$ cat config.mk
export PLATFORM = sky130hd
export DESIGN_NAME = inter_ram_writer_ble
export DESIGN_NICKNAME = d
export VERILOG_FILES = /design/src/rtl/inter_ram_writer_ble_pkg.sv /design/src/rtl/inter_ram_writer_ble_seg_counter.sv /design/src/rtl/inter_ram_writer_ble.sv
export SDC_FILE = /design/constraint.sdc
export NUM_CORES = 1
export LEC_CHECK = 0
export CAP_MARGIN = 10
export CORE_MARGIN = 4
export CORE_UTILIZATION = 30
export CTS_CLUSTER_SIZE = 25
export DETAILED_ROUTE_END_ITERATION = 10
export GPL_TIMING_DRIVEN = 0
export PLACE_DENSITY = 0.62
export SLEW_MARGIN = 25
export SYNTH_ARGS = -nofsm -noshare
export SYNTH_HDL_FRONTEND = slang
export SYNTH_SLANG_ARGS = --single-unit
export TNS_END_PERCENT = 50
$ cat constraint.sdc
create_clock -name clk -period 3 [get_ports clk]
set_input_delay 0.45 -clock clk [delete_from_list [all_inputs] [get_ports clk]]
set_output_delay 0.45 -clock clk [all_outputs]
set_load 0.05 [all_outputs]
$ cat src/rtl/inter_ram_writer_ble_pkg.sv
// Shared types and defaults for the BLE intermediate RAM writer.
// Holds the writer state encoding, default sizes and the reader wait constant.
package ble_inter_ram_pkg;

  typedef enum logic [1:0] {
    IDLE    = 2'd0,
    HEADER  = 2'd1,
    PAYLOAD = 2'd2,
    DONE    = 2'd3
  } wr_state_t;

  localparam int DEF_DATA    = 12;
  localparam int DEF_MEM     = 8192;
  localparam int DEF_LENW    = 12;
  localparam int READER_WAIT = 17;

endpackage

$ cat src/rtl/inter_ram_writer_ble_seg_counter.sv
// Segment sample counter with last-sample detect for the RAM writer.
// Ports: clk, reset, clear, inc, len -> last (cnt == len-1).
module inter_ram_wr_seg_counter #(
  parameter int LENW = 12
) (
  input  logic            clk,
  input  logic            reset,
  input  logic            clear,
  input  logic            inc,
  input  logic [LENW-1:0] len,
  output logic            last
);

  logic [LENW-1:0] seg_cnt;

  always_ff @(posedge clk) begin
    if (reset) begin
      seg_cnt <= '0;
    end else if (clear) begin
      seg_cnt <= '0;
    end else if (inc) begin
      seg_cnt <= seg_cnt + 1'b1;
    end
  end

  assign last = (seg_cnt == len - 1'b1);

endmodule

$ cat src/rtl/inter_ram_writer_ble.sv
// BLE intermediate RAM writer: frames a header+payload stream into RAM writes.
// Ports: start/abort/lengths, in_* stream, tx_valid_out/wr_data RAM port,
// tx_finished, busy, len_error, aborted; INTER_RAM_WR_STATS_EN adds frame counters.
module inter_ram_writer_ble
  import ble_inter_ram_pkg::*;
#(
  parameter int DATA = DEF_DATA,
  parameter int MEM  = DEF_MEM,
  parameter int LENW = DEF_LENW
) (
  input  logic            clk,
  input  logic            reset,
  input  logic            start,
  input  logic            abort,
  input  logic [LENW-1:0] header_len,
  input  logic [LENW-1:0] payload_len,
  input  logic            in_valid,
  input  logic [DATA-1:0] in_data,
  output logic            in_ready,
  output logic            tx_valid_out,
  output logic [DATA-1:0] wr_data,
  output logic            tx_finished,
  output logic            busy,
  output logic            len_error,
  output logic            aborted
`ifdef INTER_RAM_WR_STATS_EN
  ,
  output logic [15:0]     frames_done,
  output logic [15:0]     frames_aborted,
  output logic [15:0]     frames_rejected
`endif
);

  wr_state_t       state;
  logic [LENW-1:0] hdr_len_q;
  logic [LENW-1:0] pay_len_q;
  logic [LENW-1:0] seg_len;
  logic [LENW:0]   len_sum;
  logic            len_bad;
  logic            xfer;
  logic            seg_last;
  logic            start_ok;
  logic            hdr_to_pay;
  logic            seg_clear;

  assign in_ready = (state == HEADER) || (state == PAYLOAD);
  assign busy     = (state != IDLE);
  assign xfer     = in_valid && in_ready;

  // Extra bit so the sum of two max lengths cannot wrap.
  assign len_sum = {1'b0, header_len} + {1'b0, payload_len};
  assign len_bad = 32'(len_sum) > 32'(MEM);

  assign start_ok   = (state == IDLE) && start && !len_bad;
  assign hdr_to_pay = (state == HEADER) && xfer && seg_last &&
                      !abort && (pay_len_q != '0);
  assign seg_clear  = start_ok || hdr_to_pay;
  assign seg_len    = (state == PAYLOAD) ? pay_len_q : hdr_len_q;

  inter_ram_wr_seg_counter #(
    .LENW(LENW)
  ) u_seg_cnt (
    .clk  (clk),
    .reset(reset),
    .clear(seg_clear),
    .inc  (xfer),
    .len  (seg_len),
    .last (seg_last)
  );

  always_ff @(posedge clk) begin
    if (reset) begin
      state        <= IDLE;
      hdr_len_q    <= '0;
      pay_len_q    <= '0;
      tx_valid_out <= 1'b0;
      wr_data      <= '0;
      tx_finished  <= 1'b0;
      len_error    <= 1'b0;
      aborted      <= 1'b0;
    end else begin
      tx_valid_out <= 1'b0;
      tx_finished  <= 1'b0;
      len_error    <= 1'b0;
      aborted      <= 1'b0;
      // A sample taken in the abort cycle is dropped.
      if (xfer && !abort) begin
        tx_valid_out <= 1'b1;
        wr_data      <= in_data;
      end
      unique case (state)
        IDLE: begin
          if (start) begin
            if (len_bad) begin
              len_error <= 1'b1;
            end else begin
              hdr_len_q <= header_len;
              pay_len_q <= payload_len;
              if (header_len != '0)       state <= HEADER;
              else if (payload_len != '0) state <= PAYLOAD;
              else                        state <= DONE;
            end
          end
        end
        HEADER: begin
          if (abort) begin
            state   <= IDLE;
            aborted <= 1'b1;
          end else if (xfer && seg_last) begin
            state <= (pay_len_q != '0) ? PAYLOAD : DONE;
          end
        end
        PAYLOAD: begin
          if (abort) begin
            state   <= IDLE;
            aborted <= 1'b1;
          end else if (xfer && seg_last) begin
            state <= DONE;
          end
        end
        DONE: begin
          // Finish lands after the last write has reached the RAM.
          tx_finished <= 1'b1;
          state       <= IDLE;
        end
        default: state <= IDLE;
      endcase
    end
  end

`ifdef INTER_RAM_WR_STATS_EN
  always_ff @(posedge clk) begin
    if (reset) begin
      frames_done     <= '0;
      frames_aborted  <= '0;
      frames_rejected <= '0;
    end else begin
      if (tx_finished && frames_done != 16'hFFFF)
        frames_done <= frames_done + 16'd1;
      if (aborted && frames_aborted != 16'hFFFF)
        frames_aborted <= frames_aborted + 16'd1;
      if (len_error && frames_rejected != 16'hFFFF)
        frames_rejected <= frames_rejected + 16'd1;
    end
  end
`endif

endmodule

Word-level counts from Yosys, hierarchy flattened
Cells that the tools add are included.
{"block": "op_classes", "n_eq_ne": 7, "n_reduce_logical": 21, "addsub": 2, "muxes": 13, "bitwise": 1}
{"cell": "$reduce_bool A12 Y1", "count": 3}
{"cell": "$add A12 B1 Y12 const B", "count": 1}
{"cell": "$eq A12 B12 Y1", "count": 1}
{"cell": "$mux W12", "count": 1}
{"cell": "$mux W2", "count": 6}
{"cell": "$sub A12 B1 Y12 const B", "count": 1}
{"cell": "$logic_and A1 B1 Y1", "count": 8}
{"cell": "$pmux W2 S4", "count": 1}
{"cell": "$ne A3 B2 Y1 const B", "count": 2}
{"cell": "$reduce_or A2 Y1", "count": 3}
{"cell": "$mux W1", "count": 5}
{"cell": "$eq A2 B2 Y1 const B", "count": 2}
{"cell": "$reduce_and A3 Y1", "count": 1}
{"cell": "$eq A2 B1 Y1 const B", "count": 1}
{"cell": "$logic_not A2 Y1", "count": 1}
{"cell": "$logic_or A1 B1 Y1", "count": 2}
{"cell": "$ne A2 B2 Y1 const B", "count": 1}
{"cell": "$reduce_and A2 Y1", "count": 1}
{"cell": "$reduce_bool A2 Y1", "count": 1}
{"cell": "$logic_not A1 Y1", "count": 1}
{"cell": "$not A1 Y1", "count": 1}
{"block": "totals", "word_cells": 52, "reg_bits": 53, "output_inout_bits": 18, "input_bits": 41}

Logic depth before layout (Yosys ltp)
{"block": "depth", "ltp_word": 9, "ltp_mapped": 14, "ltp_nobuf": 11}

Hierarchy
A second synthesis with hierarchy kept.
{"block": "hier_totals", "cells_unflattened": 326, "area_unflattened_um2": 2667.6}
{"module": "inter_ram_writer_ble", "cells_each": 219, "seq_area_each_um2": 820.8, "area_each_um2": 1780.5, "n_inst": 1}
{"module": "inter_ram_wr_seg_counter", "cells_each": 107, "seq_area_each_um2": 240.2, "area_each_um2": 887.1, "n_inst": 1}

Least setup slack after synthesis
No wires, ideal clock.
{"block": "synth_path", "path_type": "reg-to-reg", "startpoint": "register state[0]", "endpoint": "register state[0]", "setup_slack_ps": 123, "arrival_time_ps": 2806, "required_time_ps": 2928, "path_buffers": 2, "synth_period_minus_slack_ps": 2877, "path_stages_with_launch": 13, "cell_sequence": "dfxtp_1 > inv_1 > ha_1 > buf_6 > buf_6 > mux2i_1 > ha_1 > xor2_1 > or4_4 > a311oi_1 > nand4_1 > o31ai_2 > mux2i_1"}
{"block": "synth_between", "elab_chain_len": 7}
{"element": "start, declared", "line": "inter_ram_writer_ble.sv:34", "source": "wr_state_t state;"}
{"element": "start signal, assigned", "line": "inter_ram_writer_ble.sv:110", "source": "state <= (pay_len_q != '0) ? PAYLOAD : DONE;"}
{"element": "$eq A2 B2 Y1", "line": "inter_ram_writer_ble.sv:46, inter_ram_writer_ble.sv:58, inter_ram_writer_ble.sv:91"}
{"element": "$mux W12", "line": "inter_ram_writer_ble.sv:58", "source": "assign seg_len = (state == PAYLOAD) ? pay_len_q : hdr_len_q;"}
{"element": "$sub A12 B1 Y12", "line": "inter_ram_writer_ble_seg_counter.sv:26", "source": "assign last = (seg_cnt == len - 1'b1);"}
{"element": "$eq A12 B12 Y1", "line": "inter_ram_writer_ble_seg_counter.sv:26"}
{"element": "$logic_and A1 B1 Y1", "line": "inter_ram_writer_ble.sv:109, inter_ram_writer_ble.sv:117"}
{"element": "$ne A3 B2 Y1 (no source line)"}
{"element": "$reduce_and A3 Y1 (no source line)"}
Several ways; a longest one is shown, not always the timed one.
A chain may end at the register's enable or synchronous reset.

Worst setup path after layout
{"block": "layout_path", "startpoint": "register state[0]", "endpoint": "register u_seg_cnt.seg_cnt[0]"}
{"block": "layout_between", "elab_chain_len": 9}
{"element": "$eq A2 B2 Y1 or $eq A2 B1 Y1 (tied branches)", "line": "inter_ram_writer_ble.sv:46, inter_ram_writer_ble.sv:58, inter_ram_writer_ble.sv:55"}
{"element": "$mux W12 or $logic_or A1 B1 Y1 (tied branches)", "line": "inter_ram_writer_ble.sv:58, inter_ram_writer_ble.sv:46"}
{"element": "$sub A12 B1 Y12 or $logic_and A1 B1 Y1 (tied branches)", "line": "inter_ram_writer_ble_seg_counter.sv:26, inter_ram_writer_ble.sv:48"}
{"element": "$eq A12 B12 Y1 or $logic_and A1 B1 Y1 (tied branches)", "line": "inter_ram_writer_ble_seg_counter.sv:26, inter_ram_writer_ble.sv:55"}
{"element": "$logic_and A1 B1 Y1 (2 in a row)", "line": "inter_ram_writer_ble.sv:55", "source": "assign hdr_to_pay = (state == HEADER) && xfer && seg_last &&"}
{"element": "$logic_and A1 B1 Y1", "line": "inter_ram_writer_ble.sv:56", "source": "!abort && (pay_len_q != '0);"}
{"element": "$logic_or A1 B1 Y1", "line": "inter_ram_writer_ble.sv:57", "source": "assign seg_clear = start_ok || hdr_to_pay;"}
{"element": "$reduce_or A2 Y1 (no source line)"}
{"element": "end signal, assigned", "line": "inter_ram_writer_ble_seg_counter.sv:22", "source": "seg_cnt <= seg_cnt + 1'b1;"}
{"element": "end, declared", "line": "inter_ram_writer_ble_seg_counter.sv:14", "source": "logic [LENW-1:0] seg_cnt;"}
Several ways; a longest one is shown, not always the timed one.

==> flow_summary.ini <==
[yosys]
count_of_flip_flops_with_a_built_in_enable_after_synthesis = 0
synth_seq_cells = 53
synth_area_per_cell_um2 = 8.07
postSynthCellCount = 363
synthesized_cell_area_um2 = 2930
synthFlopType = sky130_fd_sc_hd__dfxtp_1
yosysSeqAreaShare_pct = 36.2
ys_async_sr_fraction_pct = 0
synth.largest_area_cell = sky130_fd_sc_hd__dfxtp_1
synthDominantCellAreaShare_pct = 36.2
yosys-top-cells-area = sky130_fd_sc_hd__dfxtp_1 36%, sky130_fd_sc_hd__nand2_1 12%, sky130_fd_sc_hd__a21oi_1 6.7%
synth_warn = 0
post_synth_num_cell_types = 54
synth.net_count = 411

[power_and_ir_drop]
total_power_w = 0.00199
clock_power_share_pct = 22.4
power.share.combinational_pct = 36.6
leakagePower_nw = 1.35
p_per_area_nw_per_um2 = 508
internal_power_w = 0.00125
p_sw_w = 0.000735
netSwitchingFraction_pct = 37.0
power.share.sequential_pct = 41.0
worst_ir_drop_vdd_mv = 0.208

[final_layout]
antenna_cells_inserted = 0
stdcell_area_um2 = 3910
fill_cells = 998
finish.net_count = 479
post-route-util_pct = 41.7
post_route_cells_drive_above_1_share_pct = 11.3
layout-area-overhead-vs-synth_pct = 33.5
layout_commonest_cell = sky130_fd_sc_hd__nand2_1
fin_cells = 561
layout_common_cells = 90 x sky130_fd_sc_hd__nand2_1, 56 x sky130_fd_sc_hd__clkdlybuf4s50_1, 51 x sky130_fd_sc_hd__dfxtp_1

[grt]
grt_remaining_overflow = 0
grt_use_total_pct = 13.3
first_global_vias = 2631
grt_util_met1_pct = 16.5
antenna_found_initial = 0
top_usage_layer = met2
grt_first_pass_wirelength_um = 12400
grt.met3_usage_pct = 3.97
grt_max_degree = 18
grt_util_met2_pct = 22.5

[floorplanning]
start_util_pct = 31.3
std_cell_rows = 35
core_area_um2 = 9370
io_pins = 59
die_width_um = 107
die_h_um = 107
fp.dieArea_um2 = 11400

[critical_path]
max_stage_delay_ns = 0.37
cp_max_fo = 10
timing.critical_path.buf_inv = 4
crit_family = compound AO/OA/AOI/OAI gates
path_cells = inv_2, ha_4, buf_12, buf_12, mux2i_4, xnor2_1, o2111ai_1, a211oi_1, o2111ai_1, o31ai_4, buf_6, nor2_1
arrival_ns = 3.06
worstPathRequired_ns = 3.21
type_of_element_capturing_the_critical_path = register
critPathSlowestCell = sky130_fd_sc_hd__xnor2_1
timing.setup.critical_path_class = reg2reg
worstSetupStartpointType = register

[clock_tree]
clk_pin_slew_ns = 0.10
clock-root-buffer = sky130_fd_sc_hd__clkbuf_8
clock_sinks = 53
cts_tree = done
worstSkewPairLatency_ns = 0.31
holdBufCountCts = 0
clk_path_buf_depth = 2
tritoncts.num_buffers = 5
cts_htree_levels = 2

[outcome]
outcome = complete, no violations

[sta]
fmax_achieved_ghz = 0.350
setup_viol = 0
report.final.slew_viol_count = 0
fin_worst_skew_ns = 0.00783
timing_worst_slew_pin_value_ns = 0.618
post-route-period-util_pct = 95.3
final_period_minus_worst_setup_slack_ns = 2.86
timing.max_slew.rel_slack_pct = 58.3
final_hold_viols = 0

[place]
hpwlAfterDp_um = 5970
placed_area_um2 = 3650
buffer_ports.inserted = 56
gp_congestion = 0.879
numPlacedInstances = 548

[routing]
drt_iter0_markers = 55
dr.pass1.iters = 4
remaining_drc_errors = 0
post_detailed_routing_wire_length_um = 7670
detailroute.via_count = 2721
drtAntennaViolNets = 0
vias_per_cell = 4.85
detail_route.wl_per_cell_um = 13.7

[hold_path]
timing.hold.worst.class = reg2reg

[flow_run]
max_cap_violations = 0
-- final timing paths --
check | startpoint | end | slack, ns | depth (start not counted)
max | state[0]$_SDFFE_PP0P_ | u_seg_cnt.seg_cnt[0]$_SDFFE_PP0P_ | 0.14 | 12
min | wr_data[0]$_SDFFE_PP0P_ | wr_data[0]$_SDFFE_PP0P_ | 0.46 | 2
max reg2reg | state[0]$_SDFFE_PP0P_ | u_seg_cnt.seg_cnt[0]$_SDFFE_PP0P_ | 0.14 | 12
min reg2reg | wr_data[0]$_SDFFE_PP0P_ | wr_data[0]$_SDFFE_PP0P_ | 0.46 | 2
-- per-layer routing --
metal  routed length (µm)  part of all wire, %  vias to the layer above
met2                 3690                   48                       71
met5                    0                    0                        -
met3                  466                  6.1                       10
met4                  107                  1.4                        0
li1                     -                    -                     1394
met1                 3400                   44                     1246
-- cell usage after synthesis, drive strengths merged (4+ instances only) --
| cell | count |
|---|---|
| xnor2 | 14 |
| mux2i | 12 |
| inv | 7 |
| a21oi | 40 |
| nor4 | 12 |
| nor4b | 4 |
| dfxtp | 53 |
| o21ai | 4 |
| buf | 5 |
| clkbuf | 13 |
| nand4 | 4 |
| xor2 | 9 |
| nor3 | 11 |
| nand2 | 90 |
| nand2b | 6 |
| nor2 | 28 |
| ha | 7 |
| nand3 | 4 |
-- cells by family after synthesis --
logic type,share of synthesized area [%]
simple gates,28.7
xor+xnor,7.65
flops,36.2
compound gates,13.8
other cells,0.128
buf+inv,4.66
mux,5.81
fa+ha+maj,2.99
-- through the flow --
step,hold WS (ns),setup TNS (ns),setup WS (ns)
global route,0.488,-0.00186,-0.00186
floorplan,0.436,0,0.123
CTS,0.461,0,0.0664
detailed placement,0.447,-2.06,-0.219
finish,0.458,0,0.141
global placement,0.442,-1.31,-0.168
-- what timing repair did --
item / 4_1_cts / 5_1_grt
setup buffers: 1 / 4
hold endpoints to repair: 0 / 0
gates cloned: 0 / 1
endpoints found under the setup margin: 14 / 13
resized for setup: 7 / 14
pin swaps: 2 / 5
-- worst reg2reg max path: cells and delay by family (launching register included) --
kind | cells | cell delay, ns
compound gates | 4 | 1.09
xor+xnor | 1 | 0.37
fa+ha+maj | 1 | 0.18
buf+inv | 4 | 0.54
flops | 1 | 0.35
mux | 1 | 0.20
simple gates | 1 | 0.05
-- state kept, by name (all words and copies together), names as in the netlist --
| register | cells |
|---|---|
| hdr_len_q | 12 |
| pay_len_q | 12 |
| tx_finished | 1 |
| u_seg_cnt.seg_cnt | 12 |
| aborted | 1 |
| wr_data | 12 |
| state | 2 |
| tx_valid_out | 1 |
-- power groups by stage --
stage	clock network, W	registers, W	logic, W
global placement	0	0.000823	0.000657
finish	0.000446	0.000815	0.000727
global route	0.000491	0.000823	0.000795
floorplan	0	0.000854	0.000431
CTS	0.000461	0.000809	0.000696
detailed placement	0	0.000826	0.000670
-- cell type report --
type / count / area (µm²) / share of cell area [%]
Sequential cell: 53 / 1060 / 27.2
Timing Repair Buffer: 62 / 623 / 15.9
Clock inverter: 2 / 17.5 / 0.448
Buffer: 17 / 108 / 2.75
Inverter: 7 / 26.3 / 0.672
Multi-Input combinational cell: 285 / 1830 / 46.8
Clock buffer: 6 / 82.6 / 2.11
Tap cell: 129 / 161 / 4.13
(Power assumes the default switching activity.)
